==> src/rtl/lottery_pkg.sv <==
// Shared types and constants for the lottery round controller.
// Optional feature macro: LOTTERY_ACK_TIMEOUT_EN (coin acknowledge watchdog).
package lottery_pkg;

   localparam int SUM_W       = 10;   // accumulated sum width
   localparam int H_W         = 3;    // hundreds payout digit width
   localparam int D_W         = 4;    // tens / ones payout digit width
   localparam int CNT_W       = 4;    // draw counter width (up to 15 draws)
   localparam int SUM_MAX_DEF = 999;  // default saturation ceiling

   typedef enum logic [2:0] {
      ST_IDLE,
      ST_DRAW,
      ST_FIN,
      ST_EVAL,
      ST_PAY,
      ST_DONE
   } state_t;

   typedef enum logic [1:0] {
      COIN_1   = 2'b00,
      COIN_10  = 2'b01,
      COIN_100 = 2'b10
   } coin_t;

   // Saturating add of a 7-bit draw onto the running sum; one extra bit catches the carry.
   function automatic logic [SUM_W-1:0] sat_add(input logic [SUM_W-1:0] a,
                                                input logic [6:0]       b,
                                                input logic [SUM_W-1:0] ceil);
      logic [SUM_W:0] s;
      s = {1'b0, a} + {{(SUM_W-6){1'b0}}, b};
      if (s > {1'b0, ceil}) return ceil;
      return s[SUM_W-1:0];
   endfunction

endpackage

==> src/rtl/lottery_ctrl_if.sv <==
// Bus between the lottery controller and its environment (draw source, cash
// datapath, coin dispenser).
// Handshake: a coin is transferred on every rising edge where coin_req and
// coin_ack are both high; coin_req/coin_type stay stable until then, and
// coin_ack without coin_req has no effect. V qualifies draw_val each cycle.
interface lottery_ctrl_if;
   import lottery_pkg::*;

   logic             start;
   logic             V;
   logic [6:0]       draw_val;
   logic [SUM_W-1:0] sum;
   logic             finish;
   logic             winner;
   logic             not_a_win;
   logic [H_W-1:0]   Eur100;
   logic [D_W-1:0]   Eur010;
   logic [D_W-1:0]   Eur001;
   logic             coin_req;
   logic [1:0]       coin_type;
   logic             coin_ack;
   logic             busy;
   logic             done;
   logic             err;
   state_t           dbg_state;

   // Controller side.
   modport slave (
      input  start, V, draw_val, winner, not_a_win, Eur100, Eur010, Eur001, coin_ack,
      output sum, finish, coin_req, coin_type, busy, done, err, dbg_state
   );

   // Environment side.
   modport master (
      output start, V, draw_val, winner, not_a_win, Eur100, Eur010, Eur001, coin_ack,
      input  sum, finish, coin_req, coin_type, busy, done, err, dbg_state
   );

endinterface

==> src/rtl/lottery_ctrl_payout_seq.sv <==
// Payout sequencer: BCD down-counters for 100/10/1 coins, dispensed in that
// order over the req/ack handshake. Empty denominations are skipped without a
// request cycle. With LOTTERY_ACK_TIMEOUT_EN an 8-bit watchdog aborts a coin
// that waits 255 cycles for its acknowledge.
module payout_seq
   import lottery_pkg::*;
(
   input  logic           clk,
   input  logic           reset,
   input  logic           load,
   input  logic           active,
   input  logic [H_W-1:0] eur100,
   input  logic [D_W-1:0] eur010,
   input  logic [D_W-1:0] eur001,
   input  logic           coin_ack,
   output logic           coin_req,
   output logic [1:0]     coin_type,
   output logic           pay_empty,
   output logic           timeout
);

   logic [H_W-1:0] cnt100;
   logic [D_W-1:0] cnt010;
   logic [D_W-1:0] cnt001;
   logic           accept;

   assign pay_empty = (cnt100 == '0) && (cnt010 == '0) && (cnt001 == '0);
   assign coin_req  = active && !pay_empty && !timeout;
   assign accept    = coin_req && coin_ack;

   // Denomination of the pending coin: highest non-empty counter wins.
   always_comb begin
      coin_type = COIN_1;
      if (coin_req) begin
         if (cnt100 != '0)      coin_type = COIN_100;
         else if (cnt010 != '0) coin_type = COIN_10;
         else                   coin_type = COIN_1;
      end
   end

   // Load the payout digits, then count down the active denomination per accepted coin.
   always_ff @(posedge clk) begin
      if (!reset) begin
         cnt100 <= '0;
         cnt010 <= '0;
         cnt001 <= '0;
      end else if (load) begin
         cnt100 <= eur100;
         cnt010 <= eur010;
         cnt001 <= eur001;
      end else if (accept) begin
         if (cnt100 != '0)      cnt100 <= cnt100 - H_W'(1);
         else if (cnt010 != '0) cnt010 <= cnt010 - D_W'(1);
         else                   cnt001 <= cnt001 - D_W'(1);
      end
   end

`ifdef LOTTERY_ACK_TIMEOUT_EN
   logic [7:0] wd;

   // Count unacknowledged request cycles; any accepted coin or leaving PAY restarts it.
   always_ff @(posedge clk) begin
      if (!reset) begin
         wd <= '0;
      end else if (load || accept || !active) begin
         wd <= '0;
      end else if (coin_req && !coin_ack && (wd != 8'hFF)) begin
         wd <= wd + 8'd1;
      end
   end

   assign timeout = active && (wd == 8'hFF);
`else
   assign timeout = 1'b0;
`endif

endmodule

==> src/rtl/lottery_ctrl.sv <==
// Lottery round controller: accumulates NUM_DRAWS draws into a saturating sum,
// requests a cash evaluation, then hands any win to payout_seq.
// Optional feature macro: LOTTERY_ACK_TIMEOUT_EN (see payout_seq).
module lottery_ctrl
   import lottery_pkg::*;
#(
   parameter int NUM_DRAWS = 5,
   parameter int SUM_MAX   = SUM_MAX_DEF
)
(
   input  logic          clk,
   input  logic          reset,
   lottery_ctrl_if.slave bus
);

   localparam logic [SUM_W-1:0] SUM_CEIL  = SUM_W'(SUM_MAX);
   localparam logic [CNT_W-1:0] LAST_DRAW = CNT_W'(NUM_DRAWS - 1);

   state_t           state;
   state_t           state_nxt;
   logic [SUM_W-1:0] sum_q;
   logic [CNT_W-1:0] count_q;
   logic             err_q;
   logic             load;
   logic             pay_empty;
   logic             timeout;
   logic             verdict_win;
   logic             verdict_bad;

   assign verdict_win = bus.winner && !bus.not_a_win;
   assign verdict_bad = (bus.winner == bus.not_a_win);

   // State register.
   always_ff @(posedge clk) begin
      if (!reset) state <= ST_IDLE;
      else        state <= state_nxt;
   end

   // Next-state logic and payout counter load strobe.
   always_comb begin
      state_nxt = state;
      load      = 1'b0;
      case (state)
         ST_IDLE: if (bus.start) state_nxt = ST_DRAW;
         ST_DRAW: if (bus.V && (count_q == LAST_DRAW)) state_nxt = ST_FIN;
         ST_FIN:  state_nxt = ST_EVAL;
         ST_EVAL: begin
            if (verdict_win) begin
               load      = 1'b1;
               state_nxt = ST_PAY;
            end else begin
               state_nxt = ST_DONE;
            end
         end
         ST_PAY:  if (timeout || pay_empty) state_nxt = ST_DONE;
         ST_DONE: state_nxt = ST_IDLE;
         default: state_nxt = ST_IDLE;
      endcase
   end

   // Accumulator, draw counter and sticky error flag.
   always_ff @(posedge clk) begin
      if (!reset) begin
         sum_q   <= '0;
         count_q <= '0;
         err_q   <= 1'b0;
      end else begin
         case (state)
            ST_IDLE: begin
               if (bus.start) begin
                  sum_q   <= '0;
                  count_q <= '0;
                  err_q   <= 1'b0;
               end
            end
            ST_DRAW: begin
               if (bus.V) begin
                  sum_q   <= sat_add(sum_q, bus.draw_val, SUM_CEIL);
                  count_q <= count_q + CNT_W'(1);
               end
            end
            ST_EVAL: if (verdict_bad) err_q <= 1'b1;
            ST_PAY:  if (timeout) err_q <= 1'b1;
            default: ;
         endcase
      end
   end

   payout_seq u_payout (
      .clk       (clk),
      .reset     (reset),
      .load      (load),
      .active    (state == ST_PAY),
      .eur100    (bus.Eur100),
      .eur010    (bus.Eur010),
      .eur001    (bus.Eur001),
      .coin_ack  (bus.coin_ack),
      .coin_req  (bus.coin_req),
      .coin_type (bus.coin_type),
      .pay_empty (pay_empty),
      .timeout   (timeout)
   );

   assign bus.sum       = sum_q;
   assign bus.finish    = (state == ST_FIN);
   assign bus.busy      = (state != ST_IDLE);
   assign bus.done      = (state == ST_DONE);
   assign bus.err       = err_q;
   assign bus.dbg_state = state;

endmodule

==> src/flat_wrapper.sv <==
// flat-port wrapper written by rule: the top's interface ports become plain ports
module lottery_ctrl_flat import lottery_pkg::*;
#(
   parameter int NUM_DRAWS = 5,
   parameter int SUM_MAX   = SUM_MAX_DEF
)
  (clk, reset, bus_start, bus_V, bus_draw_val, bus_winner, bus_not_a_win, bus_Eur100, bus_Eur010, bus_Eur001, bus_coin_ack, bus_sum, bus_finish, bus_coin_req, bus_coin_type, bus_busy, bus_done, bus_err, bus_dbg_state);
  lottery_ctrl_if bus_i ();
  input  logic clk;
  input  logic reset;
  input wire logic [$bits(bus_i.start)-1:0] bus_start;
  input wire logic [$bits(bus_i.V)-1:0] bus_V;
  input wire logic [$bits(bus_i.draw_val)-1:0] bus_draw_val;
  input wire logic [$bits(bus_i.winner)-1:0] bus_winner;
  input wire logic [$bits(bus_i.not_a_win)-1:0] bus_not_a_win;
  input wire logic [$bits(bus_i.Eur100)-1:0] bus_Eur100;
  input wire logic [$bits(bus_i.Eur010)-1:0] bus_Eur010;
  input wire logic [$bits(bus_i.Eur001)-1:0] bus_Eur001;
  input wire logic [$bits(bus_i.coin_ack)-1:0] bus_coin_ack;
  output wire logic [$bits(bus_i.sum)-1:0] bus_sum;
  output wire logic [$bits(bus_i.finish)-1:0] bus_finish;
  output wire logic [$bits(bus_i.coin_req)-1:0] bus_coin_req;
  output wire logic [$bits(bus_i.coin_type)-1:0] bus_coin_type;
  output wire logic [$bits(bus_i.busy)-1:0] bus_busy;
  output wire logic [$bits(bus_i.done)-1:0] bus_done;
  output wire logic [$bits(bus_i.err)-1:0] bus_err;
  output wire logic [$bits(bus_i.dbg_state)-1:0] bus_dbg_state;
  assign bus_i.start = bus_start;
  assign bus_i.V = bus_V;
  assign bus_i.draw_val = bus_draw_val;
  assign bus_i.winner = bus_winner;
  assign bus_i.not_a_win = bus_not_a_win;
  assign bus_i.Eur100 = bus_Eur100;
  assign bus_i.Eur010 = bus_Eur010;
  assign bus_i.Eur001 = bus_Eur001;
  assign bus_i.coin_ack = bus_coin_ack;
  assign bus_sum = bus_i.sum;
  assign bus_finish = bus_i.finish;
  assign bus_coin_req = bus_i.coin_req;
  assign bus_coin_type = bus_i.coin_type;
  assign bus_busy = bus_i.busy;
  assign bus_done = bus_i.done;
  assign bus_err = bus_i.err;
  assign bus_dbg_state = bus_i.dbg_state;
  lottery_ctrl #(.NUM_DRAWS(NUM_DRAWS), .SUM_MAX(SUM_MAX)) u_core (.clk(clk), .reset(reset), .bus(bus_i));
endmodule
==> config.mk <==
export PLATFORM = sky130hd
export DESIGN_NAME = lottery_ctrl_flat
export DESIGN_NICKNAME = d
export VERILOG_FILES = /design/src/rtl/lottery_pkg.sv /design/src/rtl/lottery_ctrl_if.sv /design/src/rtl/lottery_ctrl_payout_seq.sv /design/src/rtl/lottery_ctrl.sv /design/src/flat_wrapper.sv
export SDC_FILE = /design/constraint.sdc
export NUM_CORES = 1
export LEC_CHECK = 0
export BUFFER_PORTS_ARGS = -buffer_cell sky130_fd_sc_hd__buf_4
export CAP_MARGIN = 30
export CORE_UTILIZATION = 25
export DETAILED_ROUTE_END_ITERATION = 8
export PLACE_DENSITY = 0.45
export SYNTH_ARGS = -nofsm -noshare
export SYNTH_HDL_FRONTEND = slang
export SYNTH_HIERARCHICAL = 1
export SYNTH_SLANG_ARGS = --single-unit
==> constraint.sdc <==
create_clock -name clk -period 4.4 [get_ports clk]
set_input_delay 0.88 -clock clk [delete_from_list [all_inputs] [get_ports clk]]
set_output_delay 0.88 -clock clk [all_outputs]
set_load 0.02 [all_outputs]
-- Word-level counts from Yosys, hierarchy flattened
Cells that the tools add are included.
- flip-flop bits (word level): 29
- bits in latches: 0
- bits in writable memories: 0
- memory bits (read-only): 0
- input bits: 25
- output and inout port bits: 20
- logic and storage cells: 89
- memories: 0
- $add $sub $neg: 5
- multiply operators: 0
- divide/modulo/power cells: 0
- magnitude comparators: 1
- equality and inequality tests: 14
- shift operators: 0
- multiplexer cells: 36
- bitwise logic cells: 0
- reduce and logical (&&, ||, !) cells: 26
- operators with widths (operator ; number):
    10-bit 2-to-1 mux ; 4
    4-bit 2-to-1 mux ; 10
    10-bit one-hot mux with 2 select lines ; 1
    3-bit 2-to-1 mux ; 6
    3-bit one-hot mux with 5 select lines ; 1
    3-bit AND reduction ; 5
    10-bit by 7-bit adder with 11-bit output ; 1
    11-bit by 10-bit greater-than comparator with 1-bit output, second input constant ; 1
    1-bit 2-to-1 mux ; 10
    2-bit by 1-bit inequality test with 1-bit output, second input constant ; 5
    2-bit nonzero test ; 5
    4-bit logical NOT ; 2
    4-bit one-hot mux with 2 select lines ; 1
    4-bit by 1-bit subtractor with 4-bit output, second input constant ; 2
    3-bit by 2-bit == test with 1-bit output, second input constant ; 2
    3-bit == test, second input constant ; 2
    1-bit logical AND ; 6
    3-bit logical NOT ; 2
    3-bit nonzero test ; 2
    4-bit by 1-bit adder with 4-bit output, second input constant ; 1
    4-bit by 3-bit == test with 1-bit output, second input constant ; 1
    2-bit 2-to-1 mux ; 2
    2-bit inequality test, second input constant ; 2
    4-bit nonzero test ; 1
    other kinds (6) ; 7

-- Logic depth before layout (Yosys ltp)
- depth after elaboration: 9
- mapped depth: 10
- mapped depth without buffers: 9

-- By module
The synthesis kept the hierarchy.
- modules (own cells, without submodules) (module ; times used ; cells each ; area each (sq um) ; seq. area each (sq um)):
    lottery_ctrl ; 1 ; 159 ; 1302.5 ; 360.3
    payout_seq ; 1 ; 87 ; 715.7 ; 220.2

-- Worst setup path after synthesis
No wires, ideal clock.
- path kind: input-to-reg
- start: in bus_draw_val[0]
- end: reg u_core.sum_q[4], in the netlist u_core/bus.sum[4]
- library setup time: 114 ps
- data arrival time: 2597 ps
- path slack: 1689 ps
- cell stages on the path: 10
- path through: ha_1 -> inv_1 -> fa_1 -> nand2b_1 -> a211oi_2 -> o21ai_1 -> a211oi_2 -> buf_4 -> o41ai_1 -> a21o_1
- longest elaborated chain between the ends: 9
- ends and longest elaborated chain (what ; RTL line ; source):
    from (decl) ; flat_wrapper.sv:13 ; input wire logic [$bits(bus_i.draw_val)-1:0] bus_draw_val;
    10-bit by 7-bit adder with 11-bit output * ; lottery_pkg.sv:31 ; s = {1'b0, a} + {{(SUM_W-6){1'b0}}, b};
    11-bit by 10-bit greater-than comparator with 1-bit output ; lottery_pkg.sv:32 ; if (s > {1'b0, ceil}) return ceil;
    1-bit 2-to-1 mux ; lottery_pkg.sv:32 ;
    1-bit 2-to-1 mux ; lottery_ctrl.sv:77 ; if (bus.V) begin
    1-bit 2-to-1 mux ; lottery_ctrl.sv:68 ; case (state)
    1-bit 2-to-1 mux ; lottery_ctrl.sv:63 ; if (!reset) begin
    10-bit 2-to-1 mux * ; lottery_pkg.sv:33 ; return s[SUM_W-1:0];
    10-bit 2-to-1 mux * ; lottery_ctrl.sv:77 ;
    10-bit one-hot mux with 2 select lines * ; lottery_ctrl.sv:68 ;
    to (signal assigned) ; lottery_ctrl.sv:78 ; sum_q <= sat_add(sum_q, bus.draw_val, SUM_CEIL);
    to (decl) ; lottery_ctrl.sv:21 ; logic [SUM_W-1:0] sum_q;
Mark *: on every way between the ends. The rest lies on a longest branch, timed or not. The select of a mux whose other input is x is not followed.
A chain may end at the register's enable or synchronous reset.

-- Worst setup path in the final report
- start: reg u_core.state[2], in the netlist u_core/bus.dbg_state[2]
- end: out bus_coin_type[0]
- longest elaborated chain between the ends: 3
- ends and longest elaborated chain (what ; RTL line ; source):
    from (decl) ; lottery_ctrl.sv:19 ; state_t state;
    from (signal assigned) ; lottery_ctrl.sv:36 ; else state <= state_nxt;
    3-bit == test ; lottery_ctrl.sv:93 ; .active (state == ST_PAY),
    1-bit logical AND ; lottery_ctrl_payout_seq.sv:28 ; assign coin_req = active && !pay_empty && !timeout;
    2-bit 2-to-1 mux ; lottery_ctrl_payout_seq.sv:34 ; if (coin_req) begin
    to (decl) ; flat_wrapper.sv:23 ; output wire logic [$bits(bus_i.coin_type)-1:0] bus_coin_type;
No other way between the ends.

==> tab_implementation.tex <==
\begin{tabular}{lr}
\hline
Metric & Value \\
\hline
\multicolumn{2}{l}{\textbf{Synth}} \\
\quad Combined area of all synthesized cells & 2018 sq um \\
\quad Top cells by count, synth & 29 x dfxtp\_1, 21 x nand2\_1, 17 x inv\_1 \\
\quad Post-synth top area share & 0.2877 \\
\quad Library cell occupying the most area in the post-synthesis netlist & dfxtp\_1 \\
\quad Syn Inst Count & 246 \\
\quad Synth Net Count & 287 \\
\quad Mean post-synth cell area & 8.204 sq um \\
\quad Number of enable-type register cells in the synthesized netlist & 0 \\
\quad Top post-synthesis cells by area & dfxtp\_1 29\%, ha\_1 9.3\%, a21oi\_1 4.0\% \\
\quad Post-synth cell types & 56 \\
\quad Fraction of registers with async set/reset & 0 \\
\quad Most repeated cell in the gate-level netlist after synthesis & dfxtp\_1 \\
\quad Sequential area share after synthesis & 0.2877 \\
\quad Yosys Warn Count & 6 \\
\quad Number of register bits inferred by synthesis & 29 \\
\quad Dominant register cell in the synthesized netlist & dfxtp\_1 \\
\multicolumn{2}{l}{\textbf{Die}} \\
\quad Effective utilization at floorplan & 0.2598 \\
\quad Io pins & 45 \\
\quad Total number of placement rows & 32 \\
\quad Overall die height & 91.85 microns \\
\quad DIE AREA & 8436 sq um \\
\quad DIE WIDTH & 91.85 microns \\
\quad Area of the core & 7767 sq um \\
\multicolumn{2}{l}{\textbf{GRT}} \\
\quad Maximum number of pins on one net before global-route repair & 31 \\
\quad First-pass GRT wire length & 8.452 mm \\
\quad Number of global-route vias before repair & 1755 \\
\quad Global Route Usage Sum & 0.1264 \\
\quad Overflow left after global routing & 0 \\
\quad Initial antenna violation count & 0 \\
\multicolumn{2}{l}{\textbf{Detailed routing}} \\
\quad Avg Vias per Cell & 4.849 \\
\quad Detailed Route Iter0 Violations & 40 \\
\quad Vias post-DR & 1891 \\
\quad Post-detailed-route DRC marker count & 0 \\
\quad Aggregate routed wire length & 5.173 mm \\
\quad Post-DR wirelength/cell & 13.26 microns \\
\quad Number of optimization iterations in the first detailed-route pass & 4 \\
\quad Post-route ant nets & 0 \\
\multicolumn{2}{l}{\textbf{Power}} \\
\quad P\_leak & 1.034 nW \\
\quad Switching power total & 0.1665 mW \\
\quad Power per standard cell area & 245.8 nW/um\^{}2 \\
\quad Maximum ir drop on the vdd rail & 129.1 uV \\
\quad Part of the power in the clock network & 0.395 \\
\quad Reg power frac & 0.442 \\
\quad Combinational power share & 0.163 \\
\quad Overall power after layout & 0.6212 mW \\
\quad Switching Fraction & 0.2681 \\
\quad Internal power & 0.4547 mW \\
\multicolumn{2}{l}{\textbf{STA}} \\
\quad Final hold violation count & 0 \\
\quad Fin. max-slew vios & 0 \\
\quad Transition time at the pin with the least slew margin & 858.6 ps \\
\quad Final setup vio count & 0 \\
\quad Min cycle time layout & 3011 ps \\
\quad Fraction of the cycle the final worst path needs & 0.6844 \\
\quad Worst clock skew on the final layout & 6.911 ps \\
\quad Post-layout worst setup margin & 1389 ps \\
\quad Fmax & 0.3321 GHz \\
\quad Unrepaired setup endpoints after global routing & no \\
\quad Setup tns final & 0 ps \\
\quad Worst slew margin & 0.4232 \\
\multicolumn{2}{l}{\textbf{Layout}} \\
\quad Count of inserted antenna diode cells & 0 \\
\quad Final layout net count & 328 \\
\quad Area growth from synthesis to layout & 25.23\% \\
\quad Ratio of cells with drive above 1 in the final layout & 0.2222 \\
\quad Final instance area & 2527 sq um \\
\multicolumn{2}{l}{\textbf{CTS}} \\
\quad Clock Latency Late Sink & 270 ps \\
\quad TritonCTS buffer count & 5 \\
\quad Clock input transition at the sequential cells of the worst setup and hold paths & 70 ps \\
\quad Maximum buffer depth of the clock tree & 2 \\
\quad Post-CTS setup buffers & 0 \\
\quad Clock tree from TritonCTS & done \\
\quad Quantity of hold-fixing buffers added after cts & 0 \\
\quad Clock Tree Root & clkbuf\_8 \\
\quad Level count of the clock H-tree & 2 \\
\quad Clk sinks & 29 \\
\quad PostCTS Resize Cnt & 0 \\
\multicolumn{2}{l}{\textbf{Hold path}} \\
\quad Worst Hold Class & reg2reg \\
\quad Number of stages on the worst hold path & 2 \\
\multicolumn{2}{l}{\textbf{Worst setup path}} \\
\quad Worst path arrival time & 2130 ps \\
\quad Category of the most critical setup path & reg2out \\
\quad Maximum single-stage delay on the critical path & 730 ps \\
\quad CP delay by family, top & simple AND/OR/NAND/NOR gates \\
\quad CP Depth & 4 \\
\quad Buf+Inv Stages, Crit Path & 2 \\
\quad Top fanout value on the critical path & 9 \\
\quad Critical path required time & 3520 ps \\
\quad Cells along the critical path & inv\_1 -> nor3\_1 -> and4b\_2 -> buf\_4 \\
\quad Worst setup SP type & flop \\
\quad Critical Path Sink Type & output pin \\
\quad Slowest stage cell, crit path & nor3\_1 \\
\quad Register-to-Register Path Depth & 9 \\
\multicolumn{2}{l}{\textbf{Place}} \\
\quad Setup slack after placement & 1109 ps \\
\quad Placed standard-cell area & 2426 sq um \\
\quad RD Place Congestion & 0.8000 \\
\quad PortBufs & 44 \\
\quad Final HPWL from detailed placement & 3.791 mm \\
\multicolumn{2}{l}{\textbf{Run status}} \\
\quad Outcome & finished clean \\
\multicolumn{2}{l}{\textbf{Run}} \\
\quad Max-capacitance violation count & 0 \\
\hline
\end{tabular}
[per-stage QoR]
stage                     hold slack, ps  std cells    util
after floorplan                    480.1        246       -
after global placement             488.0        382  0.3123
after detailed placement           492.9        382  0.3123
after CTS                          504.7        390  0.3254
after global routing               529.1        390  0.3254
final                              493.0        390  0.3254
[final timing paths]
| path | startpoint | endpoint | slack [ps] |
|---|---|---|---|
| max | u_core/bus.dbg_state[2] | bus_coin_type[0] | 1390 |
| min | u_core/bus.sum[6] | u_core/bus.sum[6] | 490 |
| max reg2reg | u_core/bus.sum[0] | u_core/bus.sum[5] | 1710 |
| min reg2reg | u_core/bus.sum[6] | u_core/bus.sum[6] | 490 |
[cells in the final DEF, fill, tap and decap left out, types with 7 or more instances in the layout]
cell       n
clkbuf_8   7
a21oi_1   16
inv_1     17
xnor2_1    8
buf_4     45
nand3_1    8
nor2_1    11
o21ai_0   16
nor3_1    10
ha_1      15
dfxtp_1   29
nand2_1   21
[worst register-to-register path, stage by stage, from the launching register on]
cell,delay (ps)
dfxtp_1,360
ha_1,200
inv_1,60
fa_1,370
nand2b_1,200
a211oi_2,230
o21ai_1,130
a211oi_2,650
o21ai_0,210
a21boi_0,210
[kinds of logic after synthesis]
group / share of synthesized area
mux: 0.01054
xor+xnor: 0.06448
compound gates: 0.2356
fa+ha+maj: 0.1029
simple gates: 0.2368
other cells: 0.001858
buf+inv: 0.06013
flops: 0.2877
[layout make-up]
cell class,instances,area (sq um)
clock buffers,7,96.34
clock inverters,1,5.005
fillers,857,5240
inverters,17,63.81
multi-input cells,189,1316
flip-flops and latches,29,580.6
well taps,102,127.6
repair buffers,45,337.8
[power groups by stage]
stage / sequential (mW) / combinational, mW / clock, mW
after global placement: 0.281 / 0.103 / 0
after floorplan: 0.283 / 0.0595 / 0
after detailed placement: 0.280 / 0.102 / 0
after global routing: 0.275 / 0.112 / 0.268
final: 0.274 / 0.102 / 0.245
after CTS: 0.275 / 0.102 / 0.254
[state kept, by name (all words and copies together), names as in the netlist]
signal / cells
u_core/u_payout/cnt100: 3
u_core/u_payout/cnt010: 4
u_core/count_q: 4
u_core/bus.dbg_state: 3
u_core/u_payout/cnt001: 4
u_core/bus.sum: 10
u_core/bus.err: 1
[routing by layer]
layer / global-route usage / vias up / wire length [microns]
li1: - / 959 / -
met1: 0.1630 / 901 / 2518
met2: 0.2139 / 29 / 2454
met3: 0.02902 / 2 / 169
met4: 0.02734 / 0 / 31
met5: 0 / - / 0
(Power assumes the default switching activity.)
